<file path="src/rtl/fp_add_round_norm_if.sv">
// Handshake bundle between the adder datapath, the round/normalize stage and its consumer.
interface fp_add_round_norm_if #(
  parameter int EXP_W  = 8,
  parameter int FRAC_W = 23
);
  logic                    in_valid;
  logic                    in_ready;
  logic                    in_sign;
  logic [EXP_W-1:0]        in_exp;
  logic [FRAC_W+4:0]       in_mant;
  logic                    out_valid;
  logic                    out_ready;
  logic [EXP_W+FRAC_W:0]   out_result;
  logic                    out_overflow;
  logic                    out_underflow;
  logic                    out_inexact;

  modport slave (
    input  in_valid, in_sign, in_exp, in_mant, out_ready,
    output in_ready, out_valid, out_result, out_overflow, out_underflow, out_inexact
  );

  modport master (
    output in_valid, in_sign, in_exp, in_mant, out_ready,
    input  in_ready, out_valid, out_result, out_overflow, out_underflow, out_inexact
  );
endinterface

</file>
<file path="src/rtl/fp_add_round_norm.sv">
// Normalize + RNE round + pack of the raw binary32 adder result; 2-cycle latency, 1/cycle.
// Backpressure: a stalled output holds stable; stage 1 keeps accepting while stage 2 has room.
module fp_add_round_norm #(
  parameter int EXP_W  = 8,
  parameter int FRAC_W = 23
) (
  input logic               clk,
  input logic               rst_n,
  fp_add_round_norm_if.slave io
);
  localparam int MW  = FRAC_W + 5;
  localparam int EW  = EXP_W + 2;
  localparam int LZW = $clog2(MW);
  localparam int RW  = 1 + EXP_W + FRAC_W;
  localparam int SGW = FRAC_W + 2;

  // mant holds hidden..sticky; exp is 0 for a subnormal result
  typedef struct packed {
    logic          sign;
    logic [EW-1:0] exp;
    logic [MW-2:0] mant;
  } s1_t;

  typedef struct packed {
    logic [RW-1:0] result;
    logic          ovf;
    logic          unf;
    logic          inx;
  } s2_t;

  logic s1_valid_q, s1_valid_d;
  logic s2_valid_q, s2_valid_d;
  s1_t  s1_q, s1_d;
  s2_t  s2_q, s2_d;

  logic adv, in_rdy, in_xfer;

  function automatic logic [LZW-1:0] lzc_f(input logic [MW-2:0] v);
    lzc_f = LZW'(MW - 1);
    for (int i = 0; i < MW - 1; i++) begin
      if (v[i]) lzc_f = LZW'(MW - 2 - i);
    end
  endfunction

  // Stage 1: normalize
  logic [LZW-1:0] lzc;
  logic [EW-1:0]  lzc_w, exp_m1, sh;
  logic [MW-2:0]  shifted;
  s1_t            norm;

  always_comb begin
    lzc     = lzc_f(io.in_mant[MW-2:0]);
    lzc_w   = EW'(lzc);
    exp_m1  = EW'(io.in_exp) - EW'(1);
    // left shift stops at the subnormal boundary
    sh      = (lzc_w < exp_m1) ? lzc_w : exp_m1;
    shifted = io.in_mant[MW-2:0] << sh;

    norm      = '0;
    norm.sign = io.in_sign;
    if (io.in_mant == '0) begin
      norm.exp  = '0;
      norm.mant = '0;
    end else if (io.in_mant[MW-1]) begin
      norm.exp  = EW'(io.in_exp) + EW'(1);
      norm.mant = {io.in_mant[MW-1:2], io.in_mant[1] | io.in_mant[0]};
    end else begin
      norm.mant = shifted;
      norm.exp  = shifted[MW-2] ? (EW'(io.in_exp) - sh) : '0;
    end
  end

  // Stage 2: round to nearest even, detect overflow/underflow, pack
  logic            lsb, g, r, s, rnd;
  logic [SGW-1:0]  sig;
  logic [EW-1:0]   exp_r;
  logic            ovf, inx;
  s2_t             pack;

  always_comb begin
    lsb = s1_q.mant[3];
    g   = s1_q.mant[2];
    r   = s1_q.mant[1];
    s   = s1_q.mant[0];
    rnd = g & (r | s | lsb);
    sig = {1'b0, s1_q.mant[MW-2:3]} + SGW'(rnd);
    // carry out of the significand, or a subnormal rounding up into the hidden bit
    exp_r = s1_q.exp + EW'(sig[SGW-1]) + EW'(~s1_q.mant[MW-2] & sig[SGW-2]);
    ovf   = (exp_r >= EW'((1 << EXP_W) - 1));
    inx   = g | r | s | ovf;

    pack = '0;
    if (ovf) begin
      pack.result = {s1_q.sign, {EXP_W{1'b1}}, {FRAC_W{1'b0}}};
    end else begin
      pack.result = {s1_q.sign, exp_r[EXP_W-1:0], sig[FRAC_W-1:0]};
    end
    pack.ovf = ovf;
    pack.inx = inx;
    pack.unf = (exp_r == '0) & inx;
  end

  // Pipeline control
  always_comb begin
    adv     = io.out_ready | ~s2_valid_q;
    in_rdy  = ~s1_valid_q | adv;
    in_xfer = io.in_valid & in_rdy;

    s1_valid_d = in_rdy ? io.in_valid : s1_valid_q;
    s1_d       = in_xfer ? norm : s1_q;
    s2_valid_d = adv ? s1_valid_q : s2_valid_q;
    s2_d       = (adv & s1_valid_q) ? pack : s2_q;
  end

  always_ff @(posedge clk or negedge rst_n) begin
    if (!rst_n) begin
      s1_valid_q <= 1'b0;
      s2_valid_q <= 1'b0;
      s1_q       <= '0;
      s2_q       <= '0;
    end else begin
      s1_valid_q <= s1_valid_d;
      s2_valid_q <= s2_valid_d;
      s1_q       <= s1_d;
      s2_q       <= s2_d;
    end
  end

  assign io.in_ready      = in_rdy;
  assign io.out_valid     = s2_valid_q;
  assign io.out_result    = s2_q.result;
  assign io.out_overflow  = s2_q.ovf;
  assign io.out_underflow = s2_q.unf;
  assign io.out_inexact   = s2_q.inx;

  a_exp_range: assert property (@(posedge clk) disable iff (!rst_n)
    io.in_valid |-> (io.in_exp != '0) && (io.in_exp != '1));

  a_hold: assert property (@(posedge clk) disable iff (!rst_n)
    (io.out_valid && !io.out_ready) |=> (io.out_valid && $stable(io.out_result)));
endmodule
</file>
<file path="src/flat_wrapper.sv">
// flat-port wrapper written by rule: the top's interface ports become plain ports
module fp_add_round_norm_flat 
#(
  parameter int EXP_W  = 8,
  parameter int FRAC_W = 23
)
  (clk, rst_n, io_in_valid, io_in_sign, io_in_exp, io_in_mant, io_out_ready, io_in_ready, io_out_valid, io_out_result, io_out_overflow, io_out_underflow, io_out_inexact);
  fp_add_round_norm_if #(.EXP_W(EXP_W), .FRAC_W(FRAC_W)) io_i ();
  input logic clk;
  input logic rst_n;
  input wire logic [$bits(io_i.in_valid)-1:0] io_in_valid;
  input wire logic [$bits(io_i.in_sign)-1:0] io_in_sign;
  input wire logic [$bits(io_i.in_exp)-1:0] io_in_exp;
  input wire logic [$bits(io_i.in_mant)-1:0] io_in_mant;
  input wire logic [$bits(io_i.out_ready)-1:0] io_out_ready;
  output wire logic [$bits(io_i.in_ready)-1:0] io_in_ready;
  output wire logic [$bits(io_i.out_valid)-1:0] io_out_valid;
  output wire logic [$bits(io_i.out_result)-1:0] io_out_result;
  output wire logic [$bits(io_i.out_overflow)-1:0] io_out_overflow;
  output wire logic [$bits(io_i.out_underflow)-1:0] io_out_underflow;
  output wire logic [$bits(io_i.out_inexact)-1:0] io_out_inexact;
  assign io_i.in_valid = io_in_valid;
  assign io_i.in_sign = io_in_sign;
  assign io_i.in_exp = io_in_exp;
  assign io_i.in_mant = io_in_mant;
  assign io_i.out_ready = io_out_ready;
  assign io_in_ready = io_i.in_ready;
  assign io_out_valid = io_i.out_valid;
  assign io_out_result = io_i.out_result;
  assign io_out_overflow = io_i.out_overflow;
  assign io_out_underflow = io_i.out_underflow;
  assign io_out_inexact = io_i.out_inexact;
  fp_add_round_norm #(.EXP_W(EXP_W), .FRAC_W(FRAC_W)) u_core (.clk(clk), .rst_n(rst_n), .io(io_i));
endmodule
</file>
<file path="config.mk">
export PLATFORM = sky130hd
export DESIGN_NAME = fp_add_round_norm_flat
export DESIGN_NICKNAME = d
export VERILOG_FILES = /design/src/rtl/fp_add_round_norm_if.sv /design/src/rtl/fp_add_round_norm.sv /design/src/flat_wrapper.sv
export SDC_FILE = /design/constraint.sdc
export NUM_CORES = 1
export LEC_CHECK = 0
export CAP_MARGIN = 20
export CORE_MARGIN = 4
export CORE_UTILIZATION = 51
export DETAILED_ROUTE_END_ITERATION = 6
export HOLD_SLACK_MARGIN = 0.08
export PLACE_DENSITY = 0.77
export SYNTH_ARGS = -nofsm -noshare
export SYNTH_HDL_FRONTEND = slang
export SYNTH_SLANG_ARGS = --single-unit
</file>
<file path="constraint.sdc">
create_clock -name clk -period 3.7 [get_ports clk]
set_input_delay 0.555 -clock clk [delete_from_list [all_inputs] [get_ports clk]]
set_output_delay 0.555 -clock clk [all_outputs]
set_load 0.005 [all_outputs]
</file>
# Word level (Yosys, flattened, before mapping)
# Index checks and enable logic that the tools add are counted.
[op_classes]
muxes = 32
add_sub_neg = 6
bitwise_logic = 16
order_cmp = 2
reduce_logical = 2
shifts = 1
[op_table]
columns = ["cell", "count"]
rows = [
  ["$mux W5", 26],
  ["$mux W37", 2],
  ["$mux W31", 1],
  ["$logic_not A28 Y1", 1],
  ["$shl A27 B10 Y27", 1],
  ["$add A24 B1 Y25", 1],
  ["$mux W10", 2],
  ["$add A10 B1 Y10", 1],
  ["$add A10 B10 Y10", 1],
  ["$and A10 B1 Y10", 1],
  ["$ge A10 B8 Y1 const B", 1],
  ["$logic_not A10 Y1", 1],
  ["$lt A5 B10 Y1", 1],
  ["$not A1 Y10", 1],
  ["$sub A8 B10 Y10", 1],
  ["$add A8 B1 Y9 const B", 1],
  ["$sub A8 B1 Y9 const B", 1],
  ["$or A1 B1 Y1", 8],
  ["$and A1 B1 Y1", 4],
  ["$not A1 Y1", 2],
  ["$mux W1", 1],
]
[totals]
input_bits = 41
reg_bits = 75
output_inout_bits = 37
wordCells = 68

# Longest topological paths before layout
# Gate-level depths: netlist of run 1.
[logic_depth]
word_depth = 33
ltp_mapped = 25
depth_no_buf = 23

# Worst setup path before layout of run 1
# No wires, ideal clock.
[synth_path]
kind = "in2reg"
start = "in io_in_mant[10]"
end = "reg u_core.s1_q[32] in the netlist's numbering"
path_stages = 23
n_path_buf = 1
t_arrival_ns = 5.054
path_slack_ns = -1.478
t_required_ns = 3.576
setup_ns = 0.124
path_cell_list = "or4_1 nor4b_1 o21ai_0 inv_1 ha_1 a21o_1 a21oi_1 a211o_1 a31oi_4 mux2i_1 clkinv_1 clkbuf_1 ha_1 nor2b_1 o21ai_0 nand2b_1 a21o_1 a21o_1 o22a_1 xor2_1 nor3_1 a21oi_1 o21ai_1"
[synth_between]
elab_chain_cells = 23
elab_cells_between_ends = 25
cone_classes = "1 x add/sub; 1 x order compare; 1 x shift; 21 x mux; 1 x reduce/logical"
[synth_lines]
columns = ["element", "line_no", "source"]
rows = [
  ["start: declaration", "flat_wrapper.sv:14", "input wire logic [$bits(io_i.in_mant)-1:0] io_in_mant;"],
  ["$mux W5 (17 in series)", "fp_add_round_norm.sv:41", "if (v[i]) lzc_f = LZW'(MW - 2 - i);"],
  ["$lt A5 B10 Y1", "fp_add_round_norm.sv:56", "sh = (lzc_w < exp_m1) ? lzc_w : exp_m1;"],
  ["$mux W10", "fp_add_round_norm.sv:56", ""],
  ["$sub A8 B10 Y10 / $shl A27 B10 Y27 (equally long branches)", "fp_add_round_norm.sv:69, fp_add_round_norm.sv:57", ""],
  ["$mux W10", "fp_add_round_norm.sv:69", "norm.exp = shifted[MW-2] ? (EW'(io.in_exp) - sh) : '0;"],
  ["$mux W37", "fp_add_round_norm.sv:64", "end else if (io.in_mant[MW-1]) begin"],
  ["$mux W37 (*)", "fp_add_round_norm.sv:61", "if (io.in_mant == '0) begin"],
  ["end signal: assignment", "fp_add_round_norm.sv:119", "s1_q <= '0;"],
  ["end signal: assignment", "fp_add_round_norm.sv:124", "s1_q <= s1_d;"],
  ["end: declaration", "fp_add_round_norm.sv:33", "s1_t s1_q, s1_d;"],
]
# Every way passes the cells marked *; elsewhere a longest branch is shown, timed or not.
# A chain may end at the register's enable or synchronous reset.

# Final worst setup path of run 1
[layout_path]
start = "in io_in_exp[2]"
end = "reg u_core.s1_q[25] in the netlist's numbering"
[layout_between]
elab_chain_cells = 6
[layout_lines]
columns = ["element", "line_no", "source"]
rows = [
  ["start: declaration", "flat_wrapper.sv:13", "input wire logic [$bits(io_i.in_exp)-1:0] io_in_exp;"],
  ["$sub A8 B1 Y9 (*)", "fp_add_round_norm.sv:54", "exp_m1 = EW'(io.in_exp) - EW'(1);"],
  ["$lt A5 B10 Y1", "fp_add_round_norm.sv:56", ""],
  ["$mux W10 (*)", "fp_add_round_norm.sv:56", ""],
  ["$shl A27 B10 Y27 (*)", "fp_add_round_norm.sv:57", "shifted = io.in_mant[MW-2:0] << sh;"],
  ["$mux W37 (*)", "fp_add_round_norm.sv:64", ""],
  ["$mux W37 (*)", "fp_add_round_norm.sv:61", ""],
]
# Marked as above.

==> results of run 1 <==
==> worst max-delay path, stage by stage <==
cell	delay (ns)
clkdlybuf4s50_1	0.45
buf_4	0.20
or3_1	0.47
nor3_1	0.41
o31ai_1	0.18
a211o_1	0.32
a31oi_4	0.22
buf_6	0.15
mux2i_4	0.30
buf_12	0.15
buf_6	0.16
buf_8	0.12
buf_4	0.14
nand2_1	0.11
a32oi_1	0.39
o21ai_0	0.16
o31ai_1	0.32
or3_1	0.18
==> synthesized netlist by cell type (3+ instances only) <==
cell type and instances:
nand2_1 100, dfrtp_1 75, mux2i_1 64, nor2_1 52, a21oi_1 50, clkbuf_1 39, nand3_1 28, o31ai_1 28
o21ai_0 25, nor3_1 20, xnor2_1 20, xor2_1 20, inv_1 19, and3_1 16, ha_1 15, o21a_1 11
nor2b_1 9, buf_2 8, o22ai_1 8, a211oi_1 7, a22oi_1 7, a31oi_1 7, nor4_1 7, nand2b_1 6
o22a_1 6, a21o_1 5, a22o_1 5, and2_1 5, mux2_2 5, a211o_1 4, a221o_1 4, a221oi_1 4
nand4_1 4, o211ai_1 4, or3_1 4, o21ai_1 3, o311ai_0 3, o41ai_1 3
==> kinds of logic after synthesis <==
family                     count (synthesis)  synth area share
muxes                                     71             0.122
xor gates and xnor gates                  40            0.0578
and+or+nand+nor                          255             0.192
DFF                                       75             0.310
AOI/OAI and AO/OA                        203             0.233
other                                      1          0.000619
buffers and inverters                     72            0.0469
adders and majority gates                 17            0.0376
==> per-stage QoR <==
step / hold WS [ns] / worst slack (ns) / TNS, ns
2_1_floorplan: 0.259 / -1.09 / -16.75
3_3_place_gp: 0.454 / -1.29 / -41.33
3_5_place_dp: 0.464 / -1.48 / -49.87
4_1_cts: 0.200 / -0.613 / -15.47
5_1_grt: 0.229 / -1.11 / -31.13
6_report: 0.193 / -1.01 / -28.00
==> worst paths after layout <==
check,depth (start not counted),slack [ns],startpoint,end
hold reg to reg,2,0.48,u_core.io.out_result[16],u_core.io.out_result[16]
hold / removal,1,0.19,rst_n,u_core.io.out_result[5]
min in group clk,2,0.48,u_core.io.out_result[16],u_core.io.out_result[16]
setup reg to reg,16,0.08,u_core.lsb,u_core.io.out_result[11]
max in group asynchronous,2,2.43,rst_n,u_core.s1_q[29]
setup / recovery,18,-1.01,io_in_exp[2],u_core.s1_q[25]
==> final cells by class <==
class / instances / area, um^2
clock buffer: 10 / 239
clock inverter: 5 / 77.6
fill: 529 / 1180
inverter: 22 / 86.3
multi-input combinational: 588 / 5190
sequential: 75 / 1880
tap: 143 / 179
timing repair buffer: 295 / 2690
==> routing by layer <==
layer / global-route usage / wire (um)
met4: 0.235 / 2620
met3: 0.0596 / 3070
met1: 0.466 / 10500
met5: 0 / 0
met2: 0.611 / 13600
==> layout by cell type, fill, tap and decap left out, types with 10 or more instances in the layout <==
| cell type | netlist | final |
|---|---|---|
| dfrtp_1 | 75 | 75 |
| mux2i_1 | 64 | 20 |
| clkdlybuf4s50_1 | 0 | 51 |
| mux2i_4 | 0 | 34 |
| clkbuf_16 | 0 | 10 |
| nand2_1 | 100 | 89 |
| inv_1 | 19 | 15 |
| buf_12 | 0 | 10 |
| nand3_1 | 28 | 23 |
| nor2_1 | 52 | 39 |
| xor2_1 | 20 | 15 |
| buf_6 | 0 | 41 |
| buf_4 | 1 | 164 |
| a21oi_1 | 50 | 38 |
| mux2i_2 | 0 | 10 |
| nor3_1 | 20 | 13 |
| o31ai_1 | 28 | 22 |
| xnor2_1 | 20 | 19 |
| o21a_1 | 11 | 11 |
| o21ai_0 | 25 | 13 |
| a21oi_2 | 0 | 11 |
| dlygate4sd2_1 | 0 | 15 |
==> report_power, final <==
part / total (mW) / internal [mW] / switching [mW]
clock network: 0.933 / 0.602 / 0.331
registers: 1.16 / 0.996 / 0.168
logic: 1.65 / 0.837 / 0.818
total: 3.75 / 2.43 / 1.32
==> timing repair <==
action,4_1_cts,5_1_grt
gates resized for setup,250,103
cloned,3,2
pin swaps,76,56
hold buffers,0,0
buffers inserted,38,30
endpoints found under the setup margin,67,68
==> out/results.txt, run 1 <==
H-tree levels -> 3
Routed len/inst -> 26.2 um
Number of I/O pins -> 78
Die X -> 117 um
Ys flop type -> dfrtp_1
Rows -> 39
Outcome -> finished with violations
Kind of end point of the critical path -> register
Vias per cell -> 6.91
Max Cap Violations -> 0
Skew-Pair Late Insertion Delay -> 0.34 ns
Post-route cell area -> 10300 um^2
GR Overflow Total -> 0
Share of cells above drive strength 1 -> 0.424
Final min period -> 4.71 ns
Max reg flops -> 34
Post-route ant nets -> 0
Total GRT Usage -> 0.375
Final Non-Filler Cells -> 1138
Setup ws final -> -1.01 ns
Tot Pwr -> 3.75 mW
Largest net degree at the start of global routing -> 54
Global-route wire length before repair -> 39.2 mm
Final Max Slew Viols -> 0
Worst Path Arrival -> 4.98 ns
#FFs+latches synth -> 75
Final Util -> 0.897
CP Class -> input port to register
Num CTS Buffers -> 9
Post-synth top area share -> 0.310
Final Skew -> 0.00642 ns
Max clock buf depth -> 2
Clock sinks -> 75
Final setup fails -> 37
Peak Freq -> 212 MHz
Routed wire length -> 29.8 mm
Nets -> 1049
Drt initial violations -> 1094
Peak supply drop -> 236 uV
Starting Density -> 0.526
Die ar. -> 13700 um^2
Rel. slew slack -> 0.276
DR DRC count -> 0
# placed instances -> 1067
CTS tree -> done
Post-Syn Area -> 6060 um^2
Yosys top cell by area -> dfrtp_1
Clock transition at path regs -> 0.06 ns
Port Buffer Count -> 77
Synth unique cells -> 62
RSZ-0062 raised after global routing -> true
RePlAce Congestion -> 0.989
Die Y -> 117 um
Hold Fails Final Rpt -> 0
Failing checks -> negative setup slack
Largest Register -> u_core.s1_q
Worst min path class -> input port to async pin
Vias in the first global route -> 7280
Post-synthesis sequential area ratio -> 0.310
Post-Syn Instances -> 734
Pwr dens -> 363 nW/um^2
Critical path launch point type -> input port
P&R area growth vs syn -> 70.6%
Syn_area_per_cell -> 8.25 um^2
Asr flop ratio synth -> 1.00
Worst-Margin Slew -> 1.08 ns
Synth warn -> 0
Worst EP required -> 3.97 ns
Root Buffer -> clkbuf_16
Crit path max fanout -> 8
# diodes -> 0
Detailed Routing Iterations Pass 1 -> 5
Core area -> 11500 um^2
Initial antenna violation count -> 0
Tcrit/Tclk final -> 1.27
Area contributors post-synth -> dfrtp_1, mux2i_1, nand2_1, a21oi_1, o31ai_1
Post-detail-place hpwl -> 16.9 mm
Leak -> 4.34 nW
EDFF count, synth -> 0
Via count -> 7858
DP Area -> 8130 um^2
(Power assumes the default switching activity.)
==> run 2, diff against run 1 <==
--- a/config.mk
+++ b/config.mk
@@ -8,8 +8,9 @@
 export CAP_MARGIN = 20
 export CORE_MARGIN = 4
 export CORE_UTILIZATION = 51
+export CTS_CLUSTER_DIAMETER = 40
 export DETAILED_ROUTE_END_ITERATION = 6
-export HOLD_SLACK_MARGIN = 0.08
+export HOLD_SLACK_MARGIN = 0.05
 export PLACE_DENSITY = 0.77
 export SYNTH_ARGS = -nofsm -noshare
 export SYNTH_HDL_FRONTEND = slang
==> results of run 2 <==
Final layout, timing and power as in run 1 (identical DEF).
